$ cat src/rtl/elevator_request_scheduler.sv
// -----------------------------------------------------------------------------
// elevator_request_scheduler
//
// Single-car LOOK scheduler. Hall and cabin button presses are latched into a
// pending-request vector. The car keeps travelling in its current direction
// while requests remain ahead of it, then reverses. At each served floor the
// door is held open for a fixed dwell. The car is out of service while off_btn
// is high.
//
// Parameters
//   FLOORS       number of served floors, numbered 1..FLOORS (2..32)
//   DOOR_CYCLES  door-open dwell in clock cycles (>= 1)
//
// Ports
//   clock              rising-edge clock
//   reset              asynchronous, active-low reset
//   off_btn            level; car out of service while high
//   position           current floor from the car sensor (valid in 1..FLOORS)
//   floor_press_event  hall press, floor number for one cycle, 0 = none
//   cabin_press_event  cabin press, floor number for one cycle, 0 = none
//   motor_up           drive car upward
//   motor_down         drive car downward
//   door               door open command
//   target             nearest pending floor in the travel direction, 0 = none
//   pending            bit i-1 set means floor i is requested
//   busy               high in any state other than IDLE and OFF
// -----------------------------------------------------------------------------
module elevator_request_scheduler #(
  parameter int unsigned FLOORS      = 8,
  parameter int unsigned DOOR_CYCLES = 4
) (
  input  logic              clock,
  input  logic              reset,
  input  logic              off_btn,
  input  logic [31:0]       position,
  input  logic [31:0]       floor_press_event,
  input  logic [31:0]       cabin_press_event,
  output logic              motor_up,
  output logic              motor_down,
  output logic              door,
  output logic [31:0]       target,
  output logic [FLOORS-1:0] pending,
  output logic              busy
);

  localparam int unsigned   CW    = $clog2(DOOR_CYCLES + 1);
  localparam logic [CW-1:0] DWELL = CW'(DOOR_CYCLES);
  localparam logic [CW-1:0] ONE   = CW'(1);

  typedef enum logic [2:0] {
    IDLE,
    MOVE_UP,
    MOVE_DOWN,
    DOOR_OPEN,
    OFF
  } state_e;

  typedef enum logic {
    DIR_UP,
    DIR_DOWN
  } dir_e;

  state_e            state_q, state_d;
  dir_e              dir_q,   dir_d;
  logic [CW-1:0]     cnt_q,   cnt_d;
  logic [FLOORS-1:0] pend_q,  pend_d;

  // Decoded views of the inputs against the floor numbering.
  logic [FLOORS-1:0] pos_mask;     // one-hot of position, all-zero if invalid
  logic [FLOORS-1:0] press_mask;   // floors pressed this cycle (either source)
  logic [FLOORS-1:0] capture_mask; // presses that actually set a pending bit
  logic              pos_valid;
  logic              at_pos;
  logic              above;
  logic              below;
  logic              ahead;
  logic              behind;
  logic              reload;

  // Target search results.
  logic [31:0]       up_hit;
  logic [31:0]       dn_hit;

  assign pending = pend_q;

  // ---------------------------------------------------------------------------
  // Request decode
  // ---------------------------------------------------------------------------
  always_comb begin
    pos_mask   = '0;
    press_mask = '0;
    above      = 1'b0;
    below      = 1'b0;
    for (int unsigned i = 0; i < FLOORS; i++) begin
      pos_mask[i]   = (position == i + 1);
      press_mask[i] = (floor_press_event == i + 1) ||
                      (cabin_press_event == i + 1);
      if (pend_q[i] && ((i + 1) > position)) above = 1'b1;
      if (pend_q[i] && ((i + 1) < position)) below = 1'b1;
    end
  end

  assign pos_valid = |pos_mask;
  assign at_pos    = |(pend_q & pos_mask);
  assign ahead     = (dir_q == DIR_UP) ? above : below;
  assign behind    = (dir_q == DIR_UP) ? below : above;

  // With the door open, a press at the current floor extends the dwell
  // instead of queueing a request the car is already serving.
  assign reload       = (state_q == DOOR_OPEN) && |(press_mask & pos_mask);
  assign capture_mask = (state_q == DOOR_OPEN) ? (press_mask & ~pos_mask)
                                               : press_mask;

  // ---------------------------------------------------------------------------
  // Target: nearest pending floor in dir, else nearest in the other direction
  // ---------------------------------------------------------------------------
  always_comb begin
    up_hit = '0;
    dn_hit = '0;
    for (int unsigned i = 0; i < FLOORS; i++) begin
      // Ascending scan: first hit above is the lowest, last hit below the highest.
      if (pend_q[i] && ((i + 1) > position) && (up_hit == '0)) up_hit = i + 1;
      if (pend_q[i] && ((i + 1) < position))                   dn_hit = i + 1;
    end
    if (dir_q == DIR_UP) begin
      target = (up_hit != '0) ? up_hit : dn_hit;
    end else begin
      target = (dn_hit != '0) ? dn_hit : up_hit;
    end
  end

  // ---------------------------------------------------------------------------
  // Next-state logic
  // ---------------------------------------------------------------------------
  always_comb begin
    state_d = state_q;
    dir_d   = dir_q;
    cnt_d   = cnt_q;
    pend_d  = pend_q | capture_mask;

    if (off_btn) begin
      state_d = OFF;
      pend_d  = '0;
      cnt_d   = '0;
    end else begin
      unique case (state_q)
        OFF: begin
          // Presses in the cycle off_btn falls are still ignored.
          state_d = IDLE;
          pend_d  = '0;
        end

        IDLE: begin
          if (pos_valid) begin
            if (at_pos) begin
              state_d = DOOR_OPEN;
              cnt_d   = DWELL;
              pend_d  = pend_d & ~pos_mask;
            end else if (above) begin
              state_d = MOVE_UP;
              dir_d   = DIR_UP;
            end else if (below) begin
              state_d = MOVE_DOWN;
              dir_d   = DIR_DOWN;
            end
          end
        end

        MOVE_UP, MOVE_DOWN: begin
          if (at_pos) begin
            state_d = DOOR_OPEN;
            cnt_d   = DWELL;
            pend_d  = pend_d & ~pos_mask;
          end
        end

        DOOR_OPEN: begin
          if (reload) begin
            cnt_d = DWELL;
          end else if (cnt_q == ONE) begin
            if (ahead) begin
              state_d = (dir_q == DIR_UP) ? MOVE_UP : MOVE_DOWN;
              cnt_d   = '0;
            end else if (behind) begin
              state_d = (dir_q == DIR_UP) ? MOVE_DOWN : MOVE_UP;
              dir_d   = (dir_q == DIR_UP) ? DIR_DOWN  : DIR_UP;
              cnt_d   = '0;
            end else if (at_pos) begin
              cnt_d  = DWELL;
              pend_d = pend_d & ~pos_mask;
            end else begin
              state_d = IDLE;
              cnt_d   = '0;
            end
          end else begin
            cnt_d = cnt_q - ONE;
          end
        end

        default: begin
          state_d = IDLE;
          cnt_d   = '0;
        end
      endcase
    end
  end

  // ---------------------------------------------------------------------------
  // State and registered Moore outputs
  // ---------------------------------------------------------------------------
  always_ff @(posedge clock or negedge reset) begin
    if (!reset) begin
      state_q    <= IDLE;
      dir_q      <= DIR_UP;
      cnt_q      <= '0;
      pend_q     <= '0;
      motor_up   <= 1'b0;
      motor_down <= 1'b0;
      door       <= 1'b0;
      busy       <= 1'b0;
    end else begin
      state_q    <= state_d;
      dir_q      <= dir_d;
      cnt_q      <= cnt_d;
      pend_q     <= pend_d;
      motor_up   <= (state_d == MOVE_UP);
      motor_down <= (state_d == MOVE_DOWN);
      door       <= (state_d == DOOR_OPEN);
      busy       <= (state_d != IDLE) && (state_d != OFF);
    end
  end

endmodule

$ cat config.mk
export PLATFORM = sky130hd
export DESIGN_NAME = elevator_request_scheduler
export DESIGN_NICKNAME = d
export VERILOG_FILES = /design/src/rtl/elevator_request_scheduler.sv
export SDC_FILE = /design/constraint.sdc
export NUM_CORES = 1
export LEC_CHECK = 0
export ABC_AREA = 1
export CAP_MARGIN = 20
export CORE_UTILIZATION = 42
export DETAILED_ROUTE_END_ITERATION = 8
export PLACE_DENSITY = 0.79
export SLEW_MARGIN = 15
export SYNTH_ARGS = -nofsm -noshare
export SYNTH_HDL_FRONTEND = slang
export SYNTH_SLANG_ARGS = --single-unit
$ cat constraint.sdc
create_clock -name clock -period 2.48 [get_ports clock]
set_clock_uncertainty 0.2 [all_clocks]
set_input_delay 0.496 -clock clock [delete_from_list [all_inputs] [get_ports clock]]
set_output_delay 0.496 -clock clock [all_outputs]
set_load 0.02 [all_outputs]
==> out/qor_table.md <==
| Stage | Quantity | Value |
| --- | --- | --- |
| synthesis | Synth Instances | 789 |
| synthesis | Total of warnings raised by yosys | 0 |
| power | Worst IR Drop VDD | 225 uV |
| die | Core Region | 8850 um2 |
| clock network | Clock network latency to the later pin of the worst-skew pair | 0.27 ns |
| place | Post-DP Area | 6160 um2 |
| timing | Final setup violation count | 21 |
| die | Top-Level Pins | 143 |
| worst hold path | Hold Path Cell Cnt | 2 |
| grt | Vias in the first global route | 5,787 |
| timing | Worst-Margin Slew | 0.500 ns |
| die | Die Outline Area | 9620 um2 |
| synthesis | Number of flip-flops and latches in the synthesized netlist | 19 |
| layout | Finished Core Util | 82.1% |
| critical path | Worst Reg-to-Reg Cells | 14 |
| layout | Layout net count | 1,180 |
| timing | Rel. slew slack | 66.6% |
| synthesis | Top cells by area in the synthesized netlist | sky130_fd_sc_hd__nand2_1, sky130_fd_sc_hd__nor2_1, sky130_fd_sc_hd__dfrtp_1 |
| layout | Fraction of final layout cells sized beyond drive strength 1 | 38.8% |
| place | Final estimated routing congestion in global placement | 1.08 |
| clock network | Root Buffer Master | sky130_fd_sc_hd__clkbuf_8 |
| die | X dimension of the die | 98.1 um |
| place | HPWL after DPL | 12,500 um |
| synthesis | List of most frequent post-synthesis cells | sky130_fd_sc_hd__nand2_1, sky130_fd_sc_hd__nor2_1, sky130_fd_sc_hd__inv_1 |
| synthesis | Dominant synthesized flop cell | sky130_fd_sc_hd__dfrtp_1 |
| detailed routing | Routed wirelength normalized by instance count | 16.0 um |
| run | Number of max-cap violations | 0 |
| critical path | Critical path type | input port to output port |
| timing | Post-route fraction of the period consumed by the critical path | 125% |
| timing | PnR worst setup slack | -0.625 ns |
| timing | Max Clk Rate | 0.322 GHz |
| layout | Synth-to-Final Area Change | 87.3% |
| clock network | Maximum buffer depth of the clock tree | 2 |
| grt | Total congestion overflow after global routing | 0 |
| synthesis | Share of the synthesized area in the top cell type | 26.7% |
| critical path | Critical path arrival | 2.41 ns |
| synthesis | Yosys top cell by area | sky130_fd_sc_hd__nand2_1 |
| grt | Maximum number of pins on one net before global-route repair | 20 |
| worst hold path | Path class of the lowest-slack min-delay path | flop to flop |
| synthesis | Number of enable-type register cells in the synthesized netlist | 0 |
| synthesis | Total standard cell area after synthesis | 3880 um2 |
| clock network | Sink Count | 19 |
| status | Run status | finished, violations left |
| detailed routing | Number of vias after detailed routing | 6,362 |
| synthesis | Sequential cell area fraction in the yosys report | 12.3% |
| power | Leakage dissipation | 3.78 nW |
| timing | Slew Viols, Final | 0 |
| die | Die Span Y | 98.1 um |
| clock network | TritonCTS clock tree | yes |
| status | Violations in the final reports | design-rule violations, negative setup slack |
| grt | Initial antenna violation count | 0 |
| timing | Setup repair after global routing missed its margin | yes |
| critical path | Critical path launch point type | input port |
| grt | Global-route wire length before repair | 26,900 um |
| timing | Period minus WS final | 3.10 ns |
| clock network | Clock-pin slew reported for the worst setup and hold paths after clock tree synthesis | 0.08 ns |
| die | Standard-cell row count | 34 |
| critical path | Type of destination of the critical path | output port |
| layout | Final standard cell area without fillers | 7260 um2 |
| die | Starting density of the core | 43.8% |
| detailed routing | Via density per instance | 5.36 |
| detailed routing | Number of iterations in the first detailed-routing pass | 9 |
| synthesis | Synth async-reset ratio | 100% |
| detailed routing | DRC violation count after routing | 18 |
| timing | Final hold violation count | 0 |
| critical path | Largest driver fanout on the critical path | 2 |
| synthesis | Number of unique standard cell types used by synthesis | 34 |
| synthesis | Most numerous cell in the Yosys netlist | sky130_fd_sc_hd__nand2_1 |
| layout | Antenna cell count | 0 |
| grt | Total Routing Usage GR | 34.5% |
| detailed routing | Drt initial violations | 551 |
| detailed routing | Number of antenna-violating nets in the routed design | 0 |
| clock network | Number of buffers created by CTS | 3 |
| power | Pwr Density | 137 nW/um2 |
| synthesis | Average cell area after synthesis | 4.92 um2 |
| clock network | H-tree lvl count | 1 |
| critical path | Critical path data required time | 1.78 ns |
| place | Buffers added on ports | 114 |
| detailed routing | Aggregate routed wire length | 18,900 um |
## sequential cells by signal, indices dropped and copies added, names as in the netlist
name / count
state_q: 3
motor_up: 1
busy: 1
motor_down: 1
dir_q: 1
pending: 8
cnt_q: 3
door: 1
## placed cells by master (no fill, tap or decap), drive strengths merged, types with 2 or more instances in the layout
cell           instances
o31ai                  2
inv                  101
ha                     2
nand4                  6
clkdlybuf4s50         77
nand2                289
conb                  28
nor2                 196
nand3                 61
o21ai                 21
clkbuf                 3
a21oi                 27
nand3b                10
dfrtp                 19
buf                  217
clkinv                 2
nor3                   8
## layer usage
| layer | share of wire [%] | track usage (%) |
|---|---|---|
| met5 | 0 | 0 |
| met4 | 5.5 | 15.0 |
| met3 | 12 | 7.02 |
| met2 | 45 | 58.8 |
| met1 | 37 | 42.1 |
## worst max-delay path, stage by stage
cell and delay [ns]:
sky130_fd_sc_hd__buf_2 0.13, sky130_fd_sc_hd__nor2_1 0.19, sky130_fd_sc_hd__nand2_2 0.11, sky130_fd_sc_hd__inv_2 0.10, sky130_fd_sc_hd__nand2_2 0.07, sky130_fd_sc_hd__nor2_2 0.11
sky130_fd_sc_hd__nand2_2 0.09, sky130_fd_sc_hd__nand3_2 0.10, sky130_fd_sc_hd__nand3_2 0.10, sky130_fd_sc_hd__a21oi_2 0.14, sky130_fd_sc_hd__o21ai_1 0.09, sky130_fd_sc_hd__a21oi_2 0.15
sky130_fd_sc_hd__buf_4 0.13, sky130_fd_sc_hd__nand3b_1 0.12, sky130_fd_sc_hd__o21ai_4 0.17, sky130_fd_sc_hd__buf_6 0.13
## timing repair
action | in CTS | in global routing
setup endpoints to repair | 22 | 22
gates cloned | 1 | 0
resized for setup | 306 | 102
hold buffers | 0 | 0
pin swaps | 88 | 51
setup buffers | 40 | 7
## logic make-up after synthesis
| kind of cell | Yosys count | synth area share [%] |
|---|---|---|
| AND/OR/NAND/NOR | 570 | 61.8 |
| buffers and inverters | 139 | 16.6 |
| AO/OA/AOI/OAI | 57 | 8.42 |
| flip-flops | 19 | 12.3 |
| adder cells (fa/ha/maj) | 2 | 0.645 |
| XOR/XNOR | 1 | 0.226 |
| other | 1 | 0.0967 |
## final timing paths
path	slack, ns	from	endpoint
worst max-delay path	-0.62	position[9]	target[3]
min in group asynchronous	0.36	reset	dir_q$_DFFE_PN0P_
max in group asynchronous	1.49	reset	pending[1]$_DFF_PN0_
worst max register to register	0.27	pending[2]$_DFF_PN0_	dir_q$_DFFE_PN0P_
worst min-delay path	0.35	cnt_q[1]$_DFFE_PN0P_	cnt_q[1]$_DFFE_PN0P_
worst min register to register	0.35	cnt_q[1]$_DFFE_PN0P_	cnt_q[1]$_DFFE_PN0P_
## final cells by class
| class | instances | area (um2) |
|---|---|---|
| Tap cell | 108 | 135 |
| Sequential cell | 19 | 475 |
| Fill cell | 582 | 1590 |
| Timing Repair Buffer | 295 | 2590 |
| Inverter | 102 | 405 |
| Clock inverter | 1 | 5.00 |
| Multi-Input combinational cell | 658 | 3610 |
| Clock buffer | 3 | 41.3 |
## power by group
part,switching [mW],internal [mW],total (mW)
sequential,0.00138,0.310,0.312
clock,0.115,0.112,0.227
combinational,0.222,0.233,0.455
## per-stage QoR
step	std cells	power [mW]	hold slack (ns)	TNS (ns)	setup WS, ns
2_1_floorplan	816	0.487	0.000409	-0.359	-0.111
3_3_place_gp	1145	0.692	0.329	-17.92	-1.30
3_5_place_dp	1145	0.696	0.337	-19.25	-1.35
4_1_cts	1182	0.949	0.356	-3.14	-0.416
5_1_grt	1186	1.04	0.372	-9.27	-0.733
6_report	1186	0.994	0.350	-7.52	-0.625
(Power assumes the default switching activity.)
